File: src/rtl/branch_ctrl_if.sv
// Fetch-loop control bus between the bench/inst_fetch side (master) and branch_ctrl (slave).
interface branch_ctrl_if #(
  parameter int unsigned PC_WIDTH = 12,
  parameter int unsigned LUT_AW   = 4
);
  logic                start;
  logic [PC_WIDTH-1:0] pc;
  logic [2:0]          br_op;
  logic [LUT_AW-1:0]   lut_idx;
  logic                flag_we;
  logic                zero_in;
  logic                carry_in;
  logic                lut_we;
  logic [LUT_AW-1:0]   lut_waddr;
  logic [PC_WIDTH-1:0] lut_wdata;
  logic                branch_en;
  logic [PC_WIDTH-1:0] target;
  logic                done;
  logic                stack_err;

  modport master (
    output start, pc, br_op, lut_idx, flag_we, zero_in, carry_in,
           lut_we, lut_waddr, lut_wdata,
    input  branch_en, target, done, stack_err
  );

  modport slave (
    input  start, pc, br_op, lut_idx, flag_we, zero_in, carry_in,
           lut_we, lut_waddr, lut_wdata,
    output branch_en, target, done, stack_err
  );
endinterface

File: src/rtl/branch_ctrl.sv
// Control-flow resolver: flags, target LUT and return stack drive inst_fetch's branch_en/target.
module branch_ctrl #(
  parameter int unsigned PC_WIDTH    = 12,
  parameter int unsigned LUT_AW      = 4,
  parameter int unsigned STACK_DEPTH = 4
) (
  input logic        clk,
  input logic        reset,
  branch_ctrl_if.slave bus
);
  localparam int unsigned LUT_N  = 1 << LUT_AW;
  localparam int unsigned SP_W   = $clog2(STACK_DEPTH + 1);
  localparam int unsigned SIDX_W = (STACK_DEPTH > 1) ? $clog2(STACK_DEPTH) : 1;

  typedef enum logic [2:0] {
    OP_NOP  = 3'd0,
    OP_BZ   = 3'd1,
    OP_BNZ  = 3'd2,
    OP_BC   = 3'd3,
    OP_JMP  = 3'd4,
    OP_CALL = 3'd5,
    OP_RET  = 3'd6,
    OP_HALT = 3'd7
  } br_op_e;

  logic [PC_WIDTH-1:0] lut   [LUT_N];
  logic [PC_WIDTH-1:0] stack [STACK_DEPTH];
  logic [SP_W-1:0]     sp;
  logic                z_q;
  logic                c_q;
  logic                done_q;
  logic                err_q;

  logic                br_en;
  logic [PC_WIDTH-1:0] tgt;
  logic                push;
  logic                pop;
  logic                halt;
  logic                stack_full;
  logic                stack_empty;
  logic [SIDX_W-1:0]   top_idx;

  assign stack_full  = (sp == SP_W'(STACK_DEPTH));
  assign stack_empty = (sp == '0);
  assign top_idx     = SIDX_W'(sp - SP_W'(1));

  // Zero-latency branch decision; reset/start cycles never redirect fetch.
  always_comb begin
    br_en = 1'b0;
    tgt   = lut[bus.lut_idx];
    push  = 1'b0;
    pop   = 1'b0;
    halt  = 1'b0;
    if (reset || bus.start) begin
      br_en = 1'b0;
    end else if (done_q) begin
      br_en = 1'b1;
      tgt   = bus.pc;
    end else begin
      case (br_op_e'(bus.br_op))
        OP_BZ:   br_en = z_q;
        OP_BNZ:  br_en = ~z_q;
        OP_BC:   br_en = c_q;
        OP_JMP:  br_en = 1'b1;
        OP_CALL: begin
          br_en = 1'b1;
          push  = 1'b1;
        end
        OP_RET: begin
          pop = 1'b1;
          if (!stack_empty) begin
            br_en = 1'b1;
            tgt   = stack[top_idx];
          end
        end
        OP_HALT: begin
          br_en = 1'b1;
          tgt   = bus.pc;
          halt  = 1'b1;
        end
        default: br_en = 1'b0;
      endcase
    end
  end

  always_ff @(posedge clk) begin
    if (reset) begin
      z_q    <= 1'b0;
      c_q    <= 1'b0;
      sp     <= '0;
      done_q <= 1'b0;
      err_q  <= 1'b0;
      for (int i = 0; i < LUT_N; i++) lut[i] <= '0;
      for (int i = 0; i < STACK_DEPTH; i++) stack[i] <= '0;
    end else begin
      if (bus.lut_we) lut[bus.lut_waddr] <= bus.lut_wdata;
      if (bus.start) begin
        z_q    <= 1'b0;
        c_q    <= 1'b0;
        sp     <= '0;
        done_q <= 1'b0;
        err_q  <= 1'b0;
      end else if (!done_q) begin
        if (bus.flag_we) begin
          z_q <= bus.zero_in;
          c_q <= bus.carry_in;
        end
        // A full stack still jumps on CALL; only the return address is lost.
        if (push) begin
          if (stack_full) begin
            err_q <= 1'b1;
          end else begin
            stack[SIDX_W'(sp)] <= bus.pc + PC_WIDTH'(1);
            sp                 <= sp + SP_W'(1);
          end
        end
        if (pop) begin
          if (stack_empty) err_q <= 1'b1;
          else             sp    <= sp - SP_W'(1);
        end
        if (halt) done_q <= 1'b1;
      end
    end
  end

  assign bus.branch_en = br_en;
  assign bus.target    = tgt;
  assign bus.done      = done_q;
  assign bus.stack_err = err_q;
endmodule

File: src/flat_wrapper.sv
// flat-port wrapper written by rule: the top's interface ports become plain ports
module branch_ctrl_flat 
#(
  parameter int unsigned PC_WIDTH    = 12,
  parameter int unsigned LUT_AW      = 4,
  parameter int unsigned STACK_DEPTH = 4
)
  (clk, reset, bus_start, bus_pc, bus_br_op, bus_lut_idx, bus_flag_we, bus_zero_in, bus_carry_in, bus_lut_we, bus_lut_waddr, bus_lut_wdata, bus_branch_en, bus_target, bus_done, bus_stack_err);
  branch_ctrl_if #(.PC_WIDTH(PC_WIDTH), .LUT_AW(LUT_AW)) bus_i ();
  input logic clk;
  input logic reset;
  input wire logic [$bits(bus_i.start)-1:0] bus_start;
  input wire logic [$bits(bus_i.pc)-1:0] bus_pc;
  input wire logic [$bits(bus_i.br_op)-1:0] bus_br_op;
  input wire logic [$bits(bus_i.lut_idx)-1:0] bus_lut_idx;
  input wire logic [$bits(bus_i.flag_we)-1:0] bus_flag_we;
  input wire logic [$bits(bus_i.zero_in)-1:0] bus_zero_in;
  input wire logic [$bits(bus_i.carry_in)-1:0] bus_carry_in;
  input wire logic [$bits(bus_i.lut_we)-1:0] bus_lut_we;
  input wire logic [$bits(bus_i.lut_waddr)-1:0] bus_lut_waddr;
  input wire logic [$bits(bus_i.lut_wdata)-1:0] bus_lut_wdata;
  output wire logic [$bits(bus_i.branch_en)-1:0] bus_branch_en;
  output wire logic [$bits(bus_i.target)-1:0] bus_target;
  output wire logic [$bits(bus_i.done)-1:0] bus_done;
  output wire logic [$bits(bus_i.stack_err)-1:0] bus_stack_err;
  assign bus_i.start = bus_start;
  assign bus_i.pc = bus_pc;
  assign bus_i.br_op = bus_br_op;
  assign bus_i.lut_idx = bus_lut_idx;
  assign bus_i.flag_we = bus_flag_we;
  assign bus_i.zero_in = bus_zero_in;
  assign bus_i.carry_in = bus_carry_in;
  assign bus_i.lut_we = bus_lut_we;
  assign bus_i.lut_waddr = bus_lut_waddr;
  assign bus_i.lut_wdata = bus_lut_wdata;
  assign bus_branch_en = bus_i.branch_en;
  assign bus_target = bus_i.target;
  assign bus_done = bus_i.done;
  assign bus_stack_err = bus_i.stack_err;
  branch_ctrl #(.PC_WIDTH(PC_WIDTH), .LUT_AW(LUT_AW), .STACK_DEPTH(STACK_DEPTH)) u_core (.clk(clk), .reset(reset), .bus(bus_i));
endmodule
File: config.mk
export PLATFORM = sky130hd
export DESIGN_NAME = branch_ctrl_flat
export DESIGN_NICKNAME = d
export VERILOG_FILES = /design/src/rtl/branch_ctrl_if.sv /design/src/rtl/branch_ctrl.sv /design/src/flat_wrapper.sv
export SDC_FILE = /design/constraint.sdc
export NUM_CORES = 1
export LEC_CHECK = 0
export ABC_AREA = 1
export CAP_MARGIN = 20
export CORE_MARGIN = 4
export CORE_UTILIZATION = 40
export DETAILED_ROUTE_END_ITERATION = 10
export HOLD_SLACK_MARGIN = 0.1
export PLACE_DENSITY = 0.64
export SYNTH_ARGS = -nofsm -noshare
export SYNTH_HDL_FRONTEND = slang
export SYNTH_SLANG_ARGS = --single-unit
File: constraint.sdc
create_clock -name clk -period 5.8 [get_ports clk]
set_input_delay 1.16 -clock clk [delete_from_list [all_inputs] [get_ports clk]]
set_output_delay 1.16 -clock clk [all_outputs]
set_load 0.1 [all_outputs]
==> metrics.txt, run 1 <==
Async SR Flop Fraction=0%; post-synth top area share=58.3%; die area=between 30000 and 40000 µm²; clock tree buffer depth=3; buffers added on ports=56; CTS resizes=0; DRT Pass-1 Iters=6; Crit path top cell by count=nand2_1; Worst Hold Class=reg2reg; final cell count without fillers=1854; RSZ-0062 raised after global routing=no; Tot GR Track Use=19.8%; flop-to-flop setup slack=3.19 ns; Post-Route M1 WL=13700 µm; Die H=184 µm; Synth area leaders=edfxtp_1 (58%), nand2_1 (12%), nor2_1 (7.9%), nand3_1 (7.5%), inv_1 (5.9%); total wire length=33700 µm; met3 wire len=2860 µm; crit-path max cell delay=0.53 ns; Syn Nets=roughly 1500; area grow syn2layout=13.2%; Synth warnings=0; Worst EP required=4.64 ns; n_diodes=0; Power, Total=4.18 mW; distinct cell type count of the synthesized netlist=34; Worst Setup End Kind=output pin; first-pass GRT wire length=52100 µm; Starting Density=40.5%; Final #Nets=1485; minimum clock period=around 4.4 ns; largest net degree at the start of global routing=97; htree depth=1; vias in the first global route=around 9100; Worst Tran Pin Value=1.11 ns; IO Count=between 50 and 60; hold path cells=2; sequential area share after synthesis=59.4%; initial antenna violation count=0; FP Rows=64; vias per cell=5.13; register bit count reported by yosys=247; FILL cells=2862; max_cap viols=0; Met2 Routed Length=16100 µm; period utilization=76.5%; final global-route overflow total=0; Worst Skew=0.00509 ns; via count=around 9500; Final Hold Vio Count=0; Synth top cells by count=nand2_1 (392), nor2_1 (261), edfxtp_1 (240); Area after DPL=about 13000 µm²; # DRC=0; Pwr Density=~300 nW/µm²; CTS Buf Count=27; Setup Buffers After CTS=0; status=complete, no violations; DP HPWL=21600 µm; count of final setup violators=0; Detail Route Antenna Nets=0; Post-Syn Area=12400 µm²; setup TNS=0 ns; Clock Sinks=247; Clock Latency Late Sink=0.53 ns; Synth Area per Inst=8.66 µm²; count leader, synth=nand2_1; startpoint types=input pin; leak pwr=6.17 nW; main flop type after synthesis=edfxtp_1; TritonCTS clock tree=done; post-route cell area=14000 µm²; r2r worst-path depth=7; RePlAce Congestion=0.933; arrival time worst endpoint=about 3.3 ns; die width=184 µm; Max Fclk=between 200 and 250 MHz; Setup CP Type=in2out; dpl ws=1.34 ns; clock slew at reported path FFs=0.06 ns; Cells after DPL=1806; Clock Tree Root=clkbuf_16; crit path max fanout=14; top cell type by total area after synthesis=edfxtp_1; Worst VDD drop=0.000231 V; share of cells above drive strength 1=5.49%; core area=30500 µm²; fin. max-slew vios=0; drt wl/cell=18.2 µm; Post-CTS Hold Fix Bufs=0; number of enable flip-flop cells after synthesis=240; Max-slew headroom=26.2%; synthesized instance count=1427; max layer used=met4; setup ws final=around 1.4 ns; crit-path cells=clkdlybuf4s50_1 > nor2_4 > inv_1 > a21oi_2 > a21oi_1 > buf_4 > nand2_1 > nand2_1 > buf_12; Worst path slowest cell=a21oi_2; initial DRC count=between 1000 and 1500
==> flip-flops by register name, indices dropped and copies added (netlist names) <==
signal / flops
u_core.c_q: 1
u_core.lut: 192
u_core.bus.stack_err: 1
u_core.z_q: 1
u_core.bus.done: 1
u_core.sp: 3
u_core.stack: 48
==> power by group <==
part           total (mW)  switching, mW  internal, mW
sequential           2.07         0.0244          2.05
clock                1.59          0.692         0.898
combinational       0.521          0.373         0.147
total                4.18           1.09          3.09
==> through the flow <==
stage	hold slack, ns	utilization (%)
after CTS	0.471	45.9
after floorplan	0.439	-
after global placement	0.462	43.3
after global routing	0.508	45.9
after detailed placement	0.460	43.3
final	0.466	45.9
==> worst paths after layout <==
path | to | start
worst min register to register | u_core.c_q | u_core.c_q
worst max register to register | u_core.stack[1][10] | u_core.sp[0]
worst max-delay path | bus_target[4] | reset
worst min-delay path | u_core.c_q | u_core.c_q
==> worst max-delay path, delay by kind of cell <==
family	cells	cell delay (ns)
buffers and inverters	4	1.09
AO/OA/AOI/OAI	2	0.61
AND/OR/NAND/NOR	3	0.41
==> cells by family (layout without fill, tap and decap cells) <==
logic type                 count (synthesis)  in the layout  synth area share (%)
AOI/OAI and AO/OA                         28             28                  1.31
xor gates and xnor gates                   7              7                 0.496
adders and majority gates                  4              4                 0.405
buffers and inverters                    280            311                  9.39
DFF                                      247            247                  59.4
and+or+nand+nor                          861            861                  29.0
==> per-layer routing <==
layer	vias up	track usage [%]
li1	4532	-
met1	4493	26.5
met2	417	33.2
met3	69	3.03
met4	0	6.30
met5	-	0
==> final cells by class <==
cell class | count | area, µm² | area share, %
clock buffer | 34 | 702 | 5.01
clock inverter | 14 | 98.8 | 0.706
inverter | 198 | 748 | 5.35
multi-input combinational | 900 | 3850 | 27.5
sequential | 247 | 7350 | 52.5
tap | 396 | 495 | 3.54
timing repair buffer | 65 | 751 | 5.36
==> placed cells by master (no fill, tap or decap) <==
cell	n
a21o_1	1
a21oi_1	17
a21oi_2	1
a31oi_1	1
buf_12	13
buf_2	1
buf_4	10
bufinv_16	1
clkbuf_1	7
clkbuf_16	27
clkdlybuf4s50_1	41
clkinv_1	5
clkinv_2	5
clkinv_4	3
clkinvlp_4	1
dfxtp_1	7
edfxtp_1	240
ha_1	4
inv_1	195
inv_2	2
nand2_1	392
nand2_2	1
nand2_4	4
nand3_1	186
nand3_2	3
nand3b_1	2
nand4_1	1
nor2_1	261
nor2_2	1
nor2_4	4
nor2_8	1
nor3_1	4
o211ai_2	1
o21ai_0	5
o21bai_1	1
o221ai_1	1
or2_2	1
xnor2_1	3
xor2_1	4
No activity file was read; power rests on OpenSTA's default activity.
==> run 2, diff against run 1 <==
PLACE_DENSITY = 0.66   (was 0.64)
clock period = 3.8 ns   (was 5.8 ns; I/O delays follow)
==> run 2 against run 1 <==
Effect of this change:
- hold slack improved by 0.017 ns
- design area rose by 1.6%
- via count fell by 0.19%
- critical endpoint is now bus_target[9]
- clock power rose by 59%
- sequential cell count did not move
- global-route usage fell by 0.52 points
- power rose by 55%
- sequential share of layout area fell by 0.82 points
- register-to-register slack got worse by 1.8 ns
- non-clock buffer count rose by 18
==> metrics.txt, run 2 (synthesis results as in run 1) <==
vias in the first global route=8933; r2r worst-path depth=7; Worst path slowest cell=dfxtp_1; Detail Route Antenna Nets=0; leak pwr=6.27 nW; Largest regs=u_core.lut: 192 flops, u_core.stack: 48 flops, u_core.sp: 3 flops; IO Count=57; post-route cell area=around 14000 µm²; Clock Sinks=between 200 and 250; startpoint types=register; drt wl/cell=17.6 µm; setup TNS=0 ns; final cell count without fillers=1871; Power, Total=roughly 6.5 mW; area grow syn2layout=15.0%; Clock Latency Late Sink=about 0.53 ns; CTS Buf Count=26; n_diodes=0; Reg2Reg Capture Point=u_core.stack[0][11]; Worst Hold Class=reg2reg; FP Rows=64; # DRC=0; hold path cells=2; fin. max-slew vios=0; DRT Pass-1 Iters=6; Hold Crit Start=u_core.c_q; die width=184 µm; Reg-to-Reg Start=u_core.sp[1]; Cells after DPL=1824; Max-slew headroom=35.0%; via count=9493; clock slew at reported path FFs=0.06 ns; crit-path max cell delay=about 0.47 ns; Clock Tree Root=clkbuf_16; most frequent cells in the layout=nand2_1 (391), nor2_1 (261), edfxtp_1 (240); max_cap viols=0; initial antenna violation count=0; Die H=184 µm; Setup CP Type=reg2out; minimum clock period=3.45 ns; buffers added on ports=56; Biggest register=u_core.lut; Pwr Density=457 nW/µm²; vias per cell=5.07; Tot GR Track Use=19.2%; fin util=around 47%; RSZ-0062 raised after global routing=no; TritonCTS clock tree=done; core area=approximately 30000 µm²; CP top delay family=buffers and inverters; count of final setup violators=0; max reg flops=~190; Worst VDD drop=0.000298 V; crit-path cells=inv_1 > ha_1 > inv_1 > nand3_1 > nand2_1 > nor2_1 > a21oi_1 > nand2_1 > buf_12; RePlAce Congestion=0.869; Max Fclk=290 MHz; Final #Nets=1502; flop-to-flop setup slack=1.35 ns; die area=33800 µm²; most common cell after layout, fill and taps aside=nand2_1; largest net degree at the start of global routing=97; Final Hold Vio Count=0; arrival time worst endpoint=2.69 ns; DP HPWL=21500 µm; first-pass GRT wire length=50900 µm; status=complete, no violations; Worst Tran Pin Value=0.972 ns; critical path buffer and inverter count=3; final global-route overflow total=0; initial DRC count=1115; Worst Setup End Kind=output pin; Starting Density=40.5%; period utilization=90.7%; total wire length=about 33000 µm; htree depth=1; crit path max fanout=12; Post-CTS Hold Fix Bufs=0; Worst Skew=0.0154 ns; share of cells above drive strength 1=6.71%; WHS Endpoint=u_core.c_q; Area after DPL=between 10000 and 15000 µm²; Worst EP required=3.04 ns; clock tree buffer depth=3
==> run 2: worst reg2reg max path: stages, from the launching register on <==
cell and delay [ns]:
dfxtp_1 0.47, inv_1 0.18, ha_1 0.23, nand2_1 0.15, nand2_4 0.19, nor2_8 0.17
nand2_4 0.15, nand2_1 0.54
==> run 2: final cells by class <==
cell class	count	area, µm²
inverter	198	748
sequential	247	7350
fill	2837	16300
clock buffer	33	698
multi-input combinational	900	3860
clock inverter	14	146
tap	396	495
timing repair buffer	83	923
==> run 2: metrics by stage <==
stage	worst slack (ns)	hold WS (ns)
floorplan	0.541	0.439
global placement	0.117	0.469
detailed placement	0.0459	0.474
CTS	0.0360	0.483
global route	0.145	0.503
finish	0.353	0.482
==> run 2: worst max-delay path by stage <==
stage	startpoint	endpoint	slack (ns)	cells after the start
3_3_place_gp	reset	bus_target[8]	0.12	8
2_1_floorplan	u_core.bus.done	bus_target[1]	0.54	8
6_report	u_core.sp[1]	bus_target[9]	0.35	9
4_1_cts	reset	bus_target[0]	0.04	8
5_1_grt	u_core.sp[1]	bus_target[2]	0.15	9
3_5_place_dp	reset	bus_target[0]	0.05	8
==> run 2: repair_timing <==
action	4_1_cts	5_1_grt
gates resized for setup	0	2
setup endpoints to repair	0	12
setup buffers	0	0
==> run 2: report_power, final <==
group | leakage [nW] | internal [mW] | switching, mW
Clock | 0.404 | 1.50 | 1.04
Combinational | 3.48 | 0.233 | 0.565
Sequential | 2.39 | 3.13 | 0.0369
==> run 2: layer usage <==
metal  global-route usage, %  wire length, µm  part of all wire (%)  up-vias
met5                       0                0                     0        -
met4                    6.48             1110                   3.4        0
met3                    2.67             2490                   7.5       60
met2                    32.4            15800                    48      364
met1                    25.8            13600                    41     4490
li1                        -                -                     -     4579
